==> config.mk <==
export PLATFORM = sky130hd
export DESIGN_NAME = config_sequencer
export DESIGN_NICKNAME = d
export VERILOG_FILES = /design/src/rtl/config_sequencer_pkg.sv /design/src/rtl/config_table.sv /design/src/rtl/config_sequencer.sv
export SDC_FILE = /design/constraint.sdc
export NUM_CORES = 1
export LEC_CHECK = 0
export CAP_MARGIN = 20
export CORE_MARGIN = 4
export CORE_UTILIZATION = 59
export CTS_BUF_LIST = sky130_fd_sc_hd__clkbuf_16
export DETAILED_ROUTE_END_ITERATION = 8
export HOLD_SLACK_MARGIN = 0.15
export MAX_ROUTING_LAYER = met4
export PLACE_DENSITY = 0.83
export SLEW_MARGIN = 20
export SYNTH_ARGS = -nofsm -noshare
export SYNTH_HDL_FRONTEND = slang
export SYNTH_SLANG_ARGS = --single-unit
==> constraint.sdc <==
create_clock -name clock -period 15 [get_ports clock]
set_input_delay 3 -clock clock [delete_from_list [all_inputs] [get_ports clock]]
set_output_delay 3 -clock clock [all_outputs]
set_load 0.01 [all_outputs]
==> src/rtl/config_sequencer_pkg.sv <==
// Shared definitions for the configuration load/verify sequencer.
// State codes are plain constants so they line up with the legacy encoding.
package config_sequencer_pkg;

   localparam int unsigned DEF_NUM_WORDS  = 10;
   localparam int unsigned DEF_DATA_WIDTH = 32;
   localparam int unsigned DEF_ADDR_WIDTH = 4;

   typedef logic [1:0] state_t;

   localparam state_t IDLE  = 2'd0;
   localparam state_t WRITE = 2'd1;
   localparam state_t READ  = 2'd2;
   localparam state_t DONE  = 2'd3;

   // True while a load/verify sequence owns the table.
   function automatic logic state_active(input state_t s);
      return (s == WRITE) || (s == READ);
   endfunction

endpackage

==> src/rtl/config_table.sv <==
// Host-loaded parameter table: one synchronous write port and one
// asynchronous read port, cleared by reset.
module config_table
   import config_sequencer_pkg::*;
#(
   parameter int unsigned NUM_WORDS  = DEF_NUM_WORDS,
   parameter int unsigned DATA_WIDTH = DEF_DATA_WIDTH,
   parameter int unsigned ADDR_WIDTH = DEF_ADDR_WIDTH
)(
   input  logic                  clock,
   input  logic                  reset,
   input  logic                  wr_en,
   input  logic [ADDR_WIDTH-1:0] wr_addr,
   input  logic [DATA_WIDTH-1:0] wr_data,
   input  logic [ADDR_WIDTH-1:0] rd_addr,
   output logic [DATA_WIDTH-1:0] rd_data
);

   localparam logic [ADDR_WIDTH:0] NUM_WORDS_EXT = (ADDR_WIDTH+1)'(NUM_WORDS);

   logic [DATA_WIDTH-1:0] mem_q [NUM_WORDS];
   logic [DATA_WIDTH-1:0] mem_d [NUM_WORDS];
   logic                  wr_hit;

   // Indices beyond the table are dropped rather than aliased.
   assign wr_hit = wr_en && ({1'b0, wr_addr} < NUM_WORDS_EXT);

   always_comb begin
      mem_d = mem_q;
      if (wr_hit) begin
         mem_d[wr_addr] = wr_data;
      end
   end

   always_ff @(posedge clock or posedge reset) begin
      if (reset) begin
         for (int unsigned i = 0; i < NUM_WORDS; i++) begin
            mem_q[i] <= '0;
         end
      end else begin
         mem_q <= mem_d;
      end
   end

   assign rd_data = mem_q[rd_addr];

endmodule

==> src/rtl/config_sequencer.sv <==
// Loads the parameter table into a target over valid/ready, then reads each
// entry back over req/ack and reports the first mismatching index.
module config_sequencer
   import config_sequencer_pkg::*;
#(
   parameter int unsigned NUM_WORDS  = DEF_NUM_WORDS,
   parameter int unsigned DATA_WIDTH = DEF_DATA_WIDTH,
   parameter int unsigned ADDR_WIDTH = DEF_ADDR_WIDTH
)(
   input  logic                  clock,
   input  logic                  reset,
   input  logic                  cfg_wr_en,
   input  logic [ADDR_WIDTH-1:0] cfg_wr_addr,
   input  logic [DATA_WIDTH-1:0] cfg_wr_data,
   input  logic                  start,
   input  logic                  abort,
   output logic                  out_valid,
   input  logic                  out_ready,
   output logic [ADDR_WIDTH-1:0] out_addr,
   output logic [DATA_WIDTH-1:0] out_data,
   output logic                  out_last,
   output logic                  rd_req,
   output logic [ADDR_WIDTH-1:0] rd_addr,
   input  logic                  rd_ack,
   input  logic [DATA_WIDTH-1:0] rd_data,
   output logic                  busy,
   output logic                  done,
   output logic                  error,
   output logic [ADDR_WIDTH-1:0] err_addr
);

   localparam logic [ADDR_WIDTH-1:0] LAST_IDX = ADDR_WIDTH'(NUM_WORDS - 1);

   state_t                state_q, state_d;
   logic [ADDR_WIDTH-1:0] idx_q, idx_d;
   logic                  error_q, error_d;
   logic [ADDR_WIDTH-1:0] err_addr_q, err_addr_d;

   logic                  active;
   logic                  at_last;
   logic                  tbl_wr_en;
   logic [DATA_WIDTH-1:0] tbl_word;

   assign active    = state_active(state_q);
   assign at_last   = (idx_q == LAST_IDX);
   assign tbl_wr_en = cfg_wr_en && !active;

   config_table #(
      .NUM_WORDS (NUM_WORDS),
      .DATA_WIDTH(DATA_WIDTH),
      .ADDR_WIDTH(ADDR_WIDTH)
   ) u_table (
      .clock  (clock),
      .reset  (reset),
      .wr_en  (tbl_wr_en),
      .wr_addr(cfg_wr_addr),
      .wr_data(cfg_wr_data),
      .rd_addr(idx_q),
      .rd_data(tbl_word)
   );

   always_comb begin
      state_d    = state_q;
      idx_d      = idx_q;
      error_d    = error_q;
      err_addr_d = err_addr_q;
      unique case (state_q)
         IDLE, DONE: begin
            if (start) begin
               state_d    = WRITE;
               idx_d      = '0;
               error_d    = 1'b0;
               err_addr_d = '0;
            end
         end
         WRITE: begin
            if (abort) begin
               state_d = IDLE;
               idx_d   = '0;
            end else if (out_ready) begin
               if (at_last) begin
                  state_d = READ;
                  idx_d   = '0;
               end else begin
                  idx_d = idx_q + ADDR_WIDTH'(1);
               end
            end
         end
         READ: begin
            // Abort wins even over an ack that carries a mismatch.
            if (abort) begin
               state_d = IDLE;
               idx_d   = '0;
            end else if (rd_ack) begin
               if (rd_data != tbl_word) begin
                  state_d    = DONE;
                  error_d    = 1'b1;
                  err_addr_d = idx_q;
               end else if (at_last) begin
                  state_d = DONE;
               end else begin
                  idx_d = idx_q + ADDR_WIDTH'(1);
               end
            end
         end
         default: begin
            state_d = IDLE;
            idx_d   = '0;
         end
      endcase
   end

   always_ff @(posedge clock or posedge reset) begin
      if (reset) begin
         state_q    <= IDLE;
         idx_q      <= '0;
         error_q    <= 1'b0;
         err_addr_q <= '0;
      end else begin
         state_q    <= state_d;
         idx_q      <= idx_d;
         error_q    <= error_d;
         err_addr_q <= err_addr_d;
      end
   end

   // Address/data lines are forced low outside their phase so nothing stale leaks out.
   assign out_valid = (state_q == WRITE);
   assign out_addr  = out_valid ? idx_q : '0;
   assign out_data  = out_valid ? tbl_word : '0;
   assign out_last  = out_valid && at_last;
   assign rd_req    = (state_q == READ);
   assign rd_addr   = rd_req ? idx_q : '0;
   assign busy      = active;
   assign done      = (state_q == DONE);
   assign error     = error_q;
   assign err_addr  = err_addr_q;

endmodule

Word-level counts from Yosys, hierarchy flattened
Cells that the tools add are included.

cells by class
  add/sub/neg operators = 1
  multipliers = 0
  divide/modulo/power cells = 0
  magnitude comparators = 4
  equality and inequality tests = 15
  shift operators = 0
  multiplexer cells = 36
  bitwise operators = 2
  reductions and logical operators = 12

operators by type and width
  cell                                                         count
  bitwise mux 320 bit                                          1
  binary-select mux 32 bit (select 4 bit)                      1
  demux 32 bit (select 4 bit)                                  1
  two-way mux 32 bit                                           4
  two-way mux 4 bit                                            13
  inequality test 32 bit                                       1
  two-way mux 2 bit                                            8
  AND reduction 5 bit                                          3
  one-hot mux 4 bit (3 select lines)                           1
  greater-or-equal comparator 5 bit (second input constant)    2
  inverter 4 -> 5 bit                                          2
  inequality test 3 x 2 -> 1 bit (second input constant)       3
  one-hot mux 4 bit (2 select lines)                           1
  inequality test 3 bit (second input constant)                2
  one-hot mux 2 bit (3 select lines)                           1
  less-than comparator 5 x 1 -> 1 bit (second input constant)  1
  adder 4 x 1 -> 4 bit (second input constant)                 1
  equality test 2 bit (second input constant)                  2
  equality test 4 bit (second input constant)                  1
  logical AND 1 bit                                            4
  less-than comparator 4 bit (second input constant)           1
  two-way mux 1 bit                                            4
  inequality test 2 x 1 -> 1 bit (second input constant)       2
  inequality test 2 bit (second input constant)                2
  8 further kinds                                              8

storage, ports and cells
  register bits = 331
  bits in latches = 0
  bits in writable memories = 0
  ROM bits = 0
  bits of input ports = 75
  logic and storage cells = 84
  memories kept = 0

Depth between registers and ports, before layout
  depth after elaboration = 9
  depth in mapped cells = 14
  mapped depth without buffers = 10

Hierarchy
A second synthesis with hierarchy kept.

unflattened totals
  cells, all modules = 1181
  area, all modules = 16040.4 µm²

modules (own cells, without submodules)
  module            instances  cells an instance  area an instance (µm²)  sequential area each (µm²)
  config_table      1          1017               14676.6                 8007.7
  config_sequencer  1          164                1363.8                  275.3

Least setup slack after synthesis
Ideal clock, no wire load.

  kind = input to register
  start = in rd_data[16]
  end = reg idx_q[0]
  setup time = 128 ps
  data arrival time = 4961 ps
  slack = 9912 ps
  stages on the path = 9
  cells stage by stage = inv_1 a2111o_1 o221ai_1 or4_1 nor4_1 and4_1 nand3_4 o31ai_4 mux2_1

between the ends
  word-level cells in the longest chain between the ends = 3

RTL lines
  item                             RTL line                 text
  start: declaration               config_sequencer.sv:25   input logic [DATA_WIDTH-1:0] rd_data,
  inequality test 32 bit           config_sequencer.sv:95   if (rd_data != tbl_word) begin
  inequality test 3 bit (no line)  --
  AND reduction 5 bit (no line)    --
  end signal: assignment           config_sequencer.sv:121  idx_q <= idx_d;
  end: declaration                 config_sequencer.sv:35   logic [ADDR_WIDTH-1:0] idx_q, idx_d;

Every way passes these cells.
A chain may end at the register's enable or synchronous reset.

Final worst setup path
  start = reg idx_q[0]
  end = out out_data[30]

between the ends
  word-level cells in the longest chain between the ends = 5

RTL lines
  item                                                    RTL line                 text
  inverter 4 -> 5 bit (implied by the code)               config_table.sv:45       assign rd_data = mem_q[rd_addr];
  binary-select mux 32 bit (select 4 bit)                 config_table.sv:45
  two-way mux 32 bit (implied by the code) (2 in series)  config_table.sv:45
  two-way mux 32 bit                                      config_sequencer.sv:130  assign out_data = out_valid ? tbl_word : '0;
  end: declaration                                        config_sequencer.sv:20   output logic [DATA_WIDTH-1:0] out_data,

Every way passes these cells. The select of a mux whose other input is x is not followed.

==> flow_results.xml <==
<?xml version="1.0" encoding="UTF-8"?>
<metrics>
  <group name="status">
    <metric name="status" unit="">complete, no violations</metric>
  </group>
  <group name="synthesis">
    <metric name="yosys.cell_count.top_type" unit="">dfrtp_1</metric>
    <metric name="yosys_warnings" unit="">0</metric>
    <metric name="largest_family_of_logic_cells_by_synthesized_area" unit="">multiplexers</metric>
    <metric name="synth.net_count" unit="">1361</metric>
    <metric name="share_of_the_synthesized_area_in_the_top_cell_type" unit="%">49.97</metric>
    <metric name="synth_seq_area_share" unit="%">49.97</metric>
    <metric name="synth_top_cells_by_area" unit="">dfrtp_1, mux2_2, mux2i_1</metric>
    <metric name="synth_commonest_cells" unit="">dfrtp_1, mux2_2, mux2i_1</metric>
    <metric name="synthCells" unit="">1281</metric>
    <metric name="postSynth.asyncResetShare" unit="%">100.0</metric>
    <metric name="synth-seq-cells" unit="">331</metric>
    <metric name="simple_gate_portion_of_the_synthesized_area" unit="%">5.872</metric>
    <metric name="synth_area_leader_cell" unit="">dfrtp_1</metric>
    <metric name="avgSynthCellArea" unit="um2">12.94</metric>
    <metric name="synth_xor_area_share" unit="%">0</metric>
    <metric name="proportion_of_synthesized_area_in_mux_cells" unit="%">32.27</metric>
    <metric name="syn_area" unit="um2">16580</metric>
    <metric name="yosysUniqueCellTypes" unit="">70</metric>
    <metric name="dominantRegCellSynth" unit="">dfrtp_1</metric>
    <metric name="synth-edff-count" unit="">0</metric>
    <metric name="synth-adder-area-share" unit="%">0.3774</metric>
    <metric name="synth-compound-area-share" unit="%">7.691</metric>
  </group>
  <group name="finish">
    <metric name="nFillCells" unit="">2011</metric>
    <metric name="stdcell_area" unit="um2">18930</metric>
    <metric name="design.final.nets" unit="">1427</metric>
    <metric name="drive_gt1_share" unit="%">32.72</metric>
    <metric name="area_delta_synth_final" unit="%">14.20</metric>
  </group>
  <group name="hold_path">
    <metric name="whs_path_depth" unit="">1</metric>
    <metric name="holdCritPathClass" unit="">reg -&gt; reg</metric>
  </group>
  <group name="worst_setup_path">
    <metric name="critical_path_class" unit="">reg -&gt; out</metric>
    <metric name="worst-r2r-cell-count" unit="">10</metric>
    <metric name="worstPathArrival" unit="ns">4.50</metric>
    <metric name="worstSetupStartpointType" unit="">flip-flop</metric>
    <metric name="cp.required" unit="ns">12.00</metric>
    <metric name="timing.critical_path.to_type" unit="">output pin</metric>
    <metric name="worst_path_max_fanout" unit="">57</metric>
  </group>
  <group name="power_and_ir_drop">
    <metric name="logic_pwr_share" unit="%">33.9</metric>
    <metric name="power_frac_seq" unit="%">43.9</metric>
    <metric name="p_clk_share" unit="%">22.2</metric>
    <metric name="p_switching" unit="uW">1125</metric>
    <metric name="p_leak" unit="uW">0.008043</metric>
    <metric name="powerDensity" unit="nW/um2">186.1</metric>
    <metric name="p_int" unit="uW">2399</metric>
    <metric name="max-vdd-ir-drop" unit="mV">0.1036</metric>
    <metric name="p_sw_share" unit="%">31.92</metric>
  </group>
  <group name="clock_network">
    <metric name="cts_repair_resize_count" unit="">0</metric>
    <metric name="cts.htree.levels" unit="">2</metric>
    <metric name="cts_num_sinks" unit="">331</metric>
    <metric name="tritoncts" unit="">built</metric>
    <metric name="ctsHoldBuffers" unit="">0</metric>
    <metric name="setup_buffers_after_cts" unit="">0</metric>
    <metric name="clkSlewWorstSetupHoldPaths" unit="ns">0.06</metric>
    <metric name="insertion_delay" unit="ns">0.52</metric>
    <metric name="clock_tree_root_buffer_cell" unit="">clkbuf_16</metric>
    <metric name="cts-buffers-inserted" unit="">35</metric>
    <metric name="cts_max_path_buffers" unit="">3</metric>
  </group>
  <group name="timing">
    <metric name="report.final.slew_viol_count" unit="">0</metric>
    <metric name="grt_setup_unrepaired" unit="">no</metric>
    <metric name="setup_viol" unit="">0</metric>
    <metric name="worst_pin_slew" unit="ns">1.107</metric>
    <metric name="maxClockFrequency" unit="MHz">133.3</metric>
    <metric name="final.setup.tns" unit="ns">0</metric>
    <metric name="setup_ws" unit="ns">7.498</metric>
    <metric name="fin_worst_hold_slack" unit="ns">0.4999</metric>
    <metric name="finalHoldViolCount" unit="">0</metric>
    <metric name="clock_skew" unit="ns">0.02077</metric>
    <metric name="slew_headroom" unit="%">26.19</metric>
    <metric name="post-route-period-util" unit="%">50.02</metric>
    <metric name="period_minus_slack" unit="ns">7.502</metric>
  </group>
  <group name="floorplan">
    <metric name="top_level_ports" unit="">125</metric>
    <metric name="die_width" unit="um">175.6</metric>
    <metric name="die-height" unit="um">175.6</metric>
    <metric name="std_cell_rows" unit="">61</metric>
    <metric name="floorplan.initialDensity" unit="%">59.67</metric>
    <metric name="coreArea" unit="um2">27780</metric>
    <metric name="die_footprint" unit="um2">30840</metric>
  </group>
  <group name="detailed_routing">
    <metric name="dr_total_vias" unit="">11762</metric>
    <metric name="routed_wire_length_per_instance" unit="um">27.36</metric>
    <metric name="drt-pass1-iter-count" unit="">6</metric>
    <metric name="detail-route-antenna-nets" unit="">0</metric>
    <metric name="route.detailed.drc" unit="">0</metric>
    <metric name="avgViaCountPerCell" unit="">6.737</metric>
    <metric name="detail_route.wirelength" unit="mm">47.78</metric>
    <metric name="first_iter_violations" unit="">1445</metric>
  </group>
  <group name="placed_design">
    <metric name="placed_area" unit="um2">17930</metric>
    <metric name="place.detailed.hpwl" unit="mm">30.01</metric>
    <metric name="post-place-ws" unit="ns">8.223</metric>
    <metric name="gp_routability_congestion" unit="">0.9311</metric>
    <metric name="port_buffers" unit="">124</metric>
  </group>
  <group name="global_routing">
    <metric name="grt_first_pass_wirelength" unit="mm">73.53</metric>
    <metric name="via_count_of_the_first_global_routing_pass" unit="">12094</metric>
    <metric name="grt.overflow.total" unit="">0</metric>
    <metric name="maximum_number_of_pins_on_one_net_before_global_route_repair" unit="">138</metric>
    <metric name="overall_global_routing_resource_usage" unit="%">32.07</metric>
    <metric name="initial_antenna_violation_count" unit="">3</metric>
  </group>
  <group name="run">
    <metric name="max-cap-violations" unit="">0</metric>
  </group>
</metrics>
-- per-layer routing --
layer | GRT usage (%) | share of wire (%) | up-vias
li1 | - | - | 4864
met1 | 43.15 | 40 | 6093
met2 | 49.19 | 46 | 683
met3 | 6.586 | 9.9 | 122
met4 | 11.24 | 3.7 | 0
met5 | - | 0 | -
-- registers in the layout, summed over array words and instances, names as in the netlist --
name and count:
u_table.mem_q 320, err_addr 4, idx_q 4, state_q 2, error 1
-- kinds of logic (layout without fill, tap and decap cells) --
family          count (synthesis)  in the layout
mux                           462            462
flops                         331            331
simple gates                  180            180
compound gates                174            174
buf+inv                       129            214
fa+ha+maj                       5              5
other cells                     0              2
-- worst paths after layout --
path                                          from                  to  slack [ns]
worst max-delay path                      idx_q[0]        out_data[30]        7.50
worst min-delay path            u_table.mem_q[262]  u_table.mem_q[262]        0.50
worst max register to register            idx_q[0]            idx_q[0]        9.77
worst min register to register  u_table.mem_q[262]  u_table.mem_q[262]        0.50
max in group asynchronous                    reset            idx_q[0]        9.73
min in group asynchronous                    reset   u_table.mem_q[48]        3.09
-- worst max-delay path, stage by stage, from the launching register on --
cell and delay (ns):
dfrtp_4 1.08, buf_4 0.86, mux2i_1 0.20, a221oi_1 0.43, o21ai_0 0.24, a21boi_0 0.47
clkdlybuf4s50_1 0.65
-- metrics by stage --
step | utilization (%) | std cells | total power [uW]
6_report | 68.14 | 1746 | 3523
5_1_grt | 68.14 | 1746 | 3699
4_1_cts | 68.12 | 1744 | 3508
3_5_place_dp | 64.53 | 1688 | 2723
3_3_place_gp | 64.53 | 1688 | 2645
2_1_floorplan | - | 1281 | 2333
-- area by class of cell --
type                       instances  area (um2)  share of cell area [%]
inverter                          14       60.06                  0.3172
clock inverter                    21       121.4                  0.6411
antenna                            2       5.005                 0.02644
sequential                       331        8288                   43.78
timing repair buffer             144        1391                   7.350
clock buffer                      35       875.8                   4.627
tap                              378       473.0                   2.498
multi-input combinational        821        7716                   40.76
-- power by group through the flow --
| stage | Sequential, uW | Combinational [uW] | Clock, uW |
|---|---|---|---|
| 6_report | 1550 | 1190 | 782 |
| 5_1_grt | 1590 | 1280 | 825 |
| 4_1_cts | 1540 | 1180 | 787 |
| 3_5_place_dp | 1550 | 1170 | 0 |
| 3_3_place_gp | 1520 | 1130 | 0 |
| 2_1_floorplan | 1460 | 871 | 0 |
-- layout by cell type (no fill, tap or decap), types with 4 or more instances in the layout --
cell	instances
a21boi_0	11
a21oi_1	14
a221oi_1	23
a22o_1	4
a22oi_1	11
and2_1	20
buf_4	20
clkbuf_16	35
clkdlybuf4s50_1	124
clkinv_1	4
clkinv_2	6
dfrtp_1	329
ha_1	5
inv_1	20
mux2_2	327
mux2i_1	108
mux4_2	25
nand2_1	35
nand2b_1	11
nand3b_1	4
nor2_1	30
nor2b_1	9
nor3_1	25
nor4_1	5
o21a_1	4
o21ai_0	31
o21ai_1	8
o221ai_1	5
o22a_1	5
o22ai_1	18
or2_2	4
or3_1	6
Note: power is estimated with default switching activity, not from simulation.
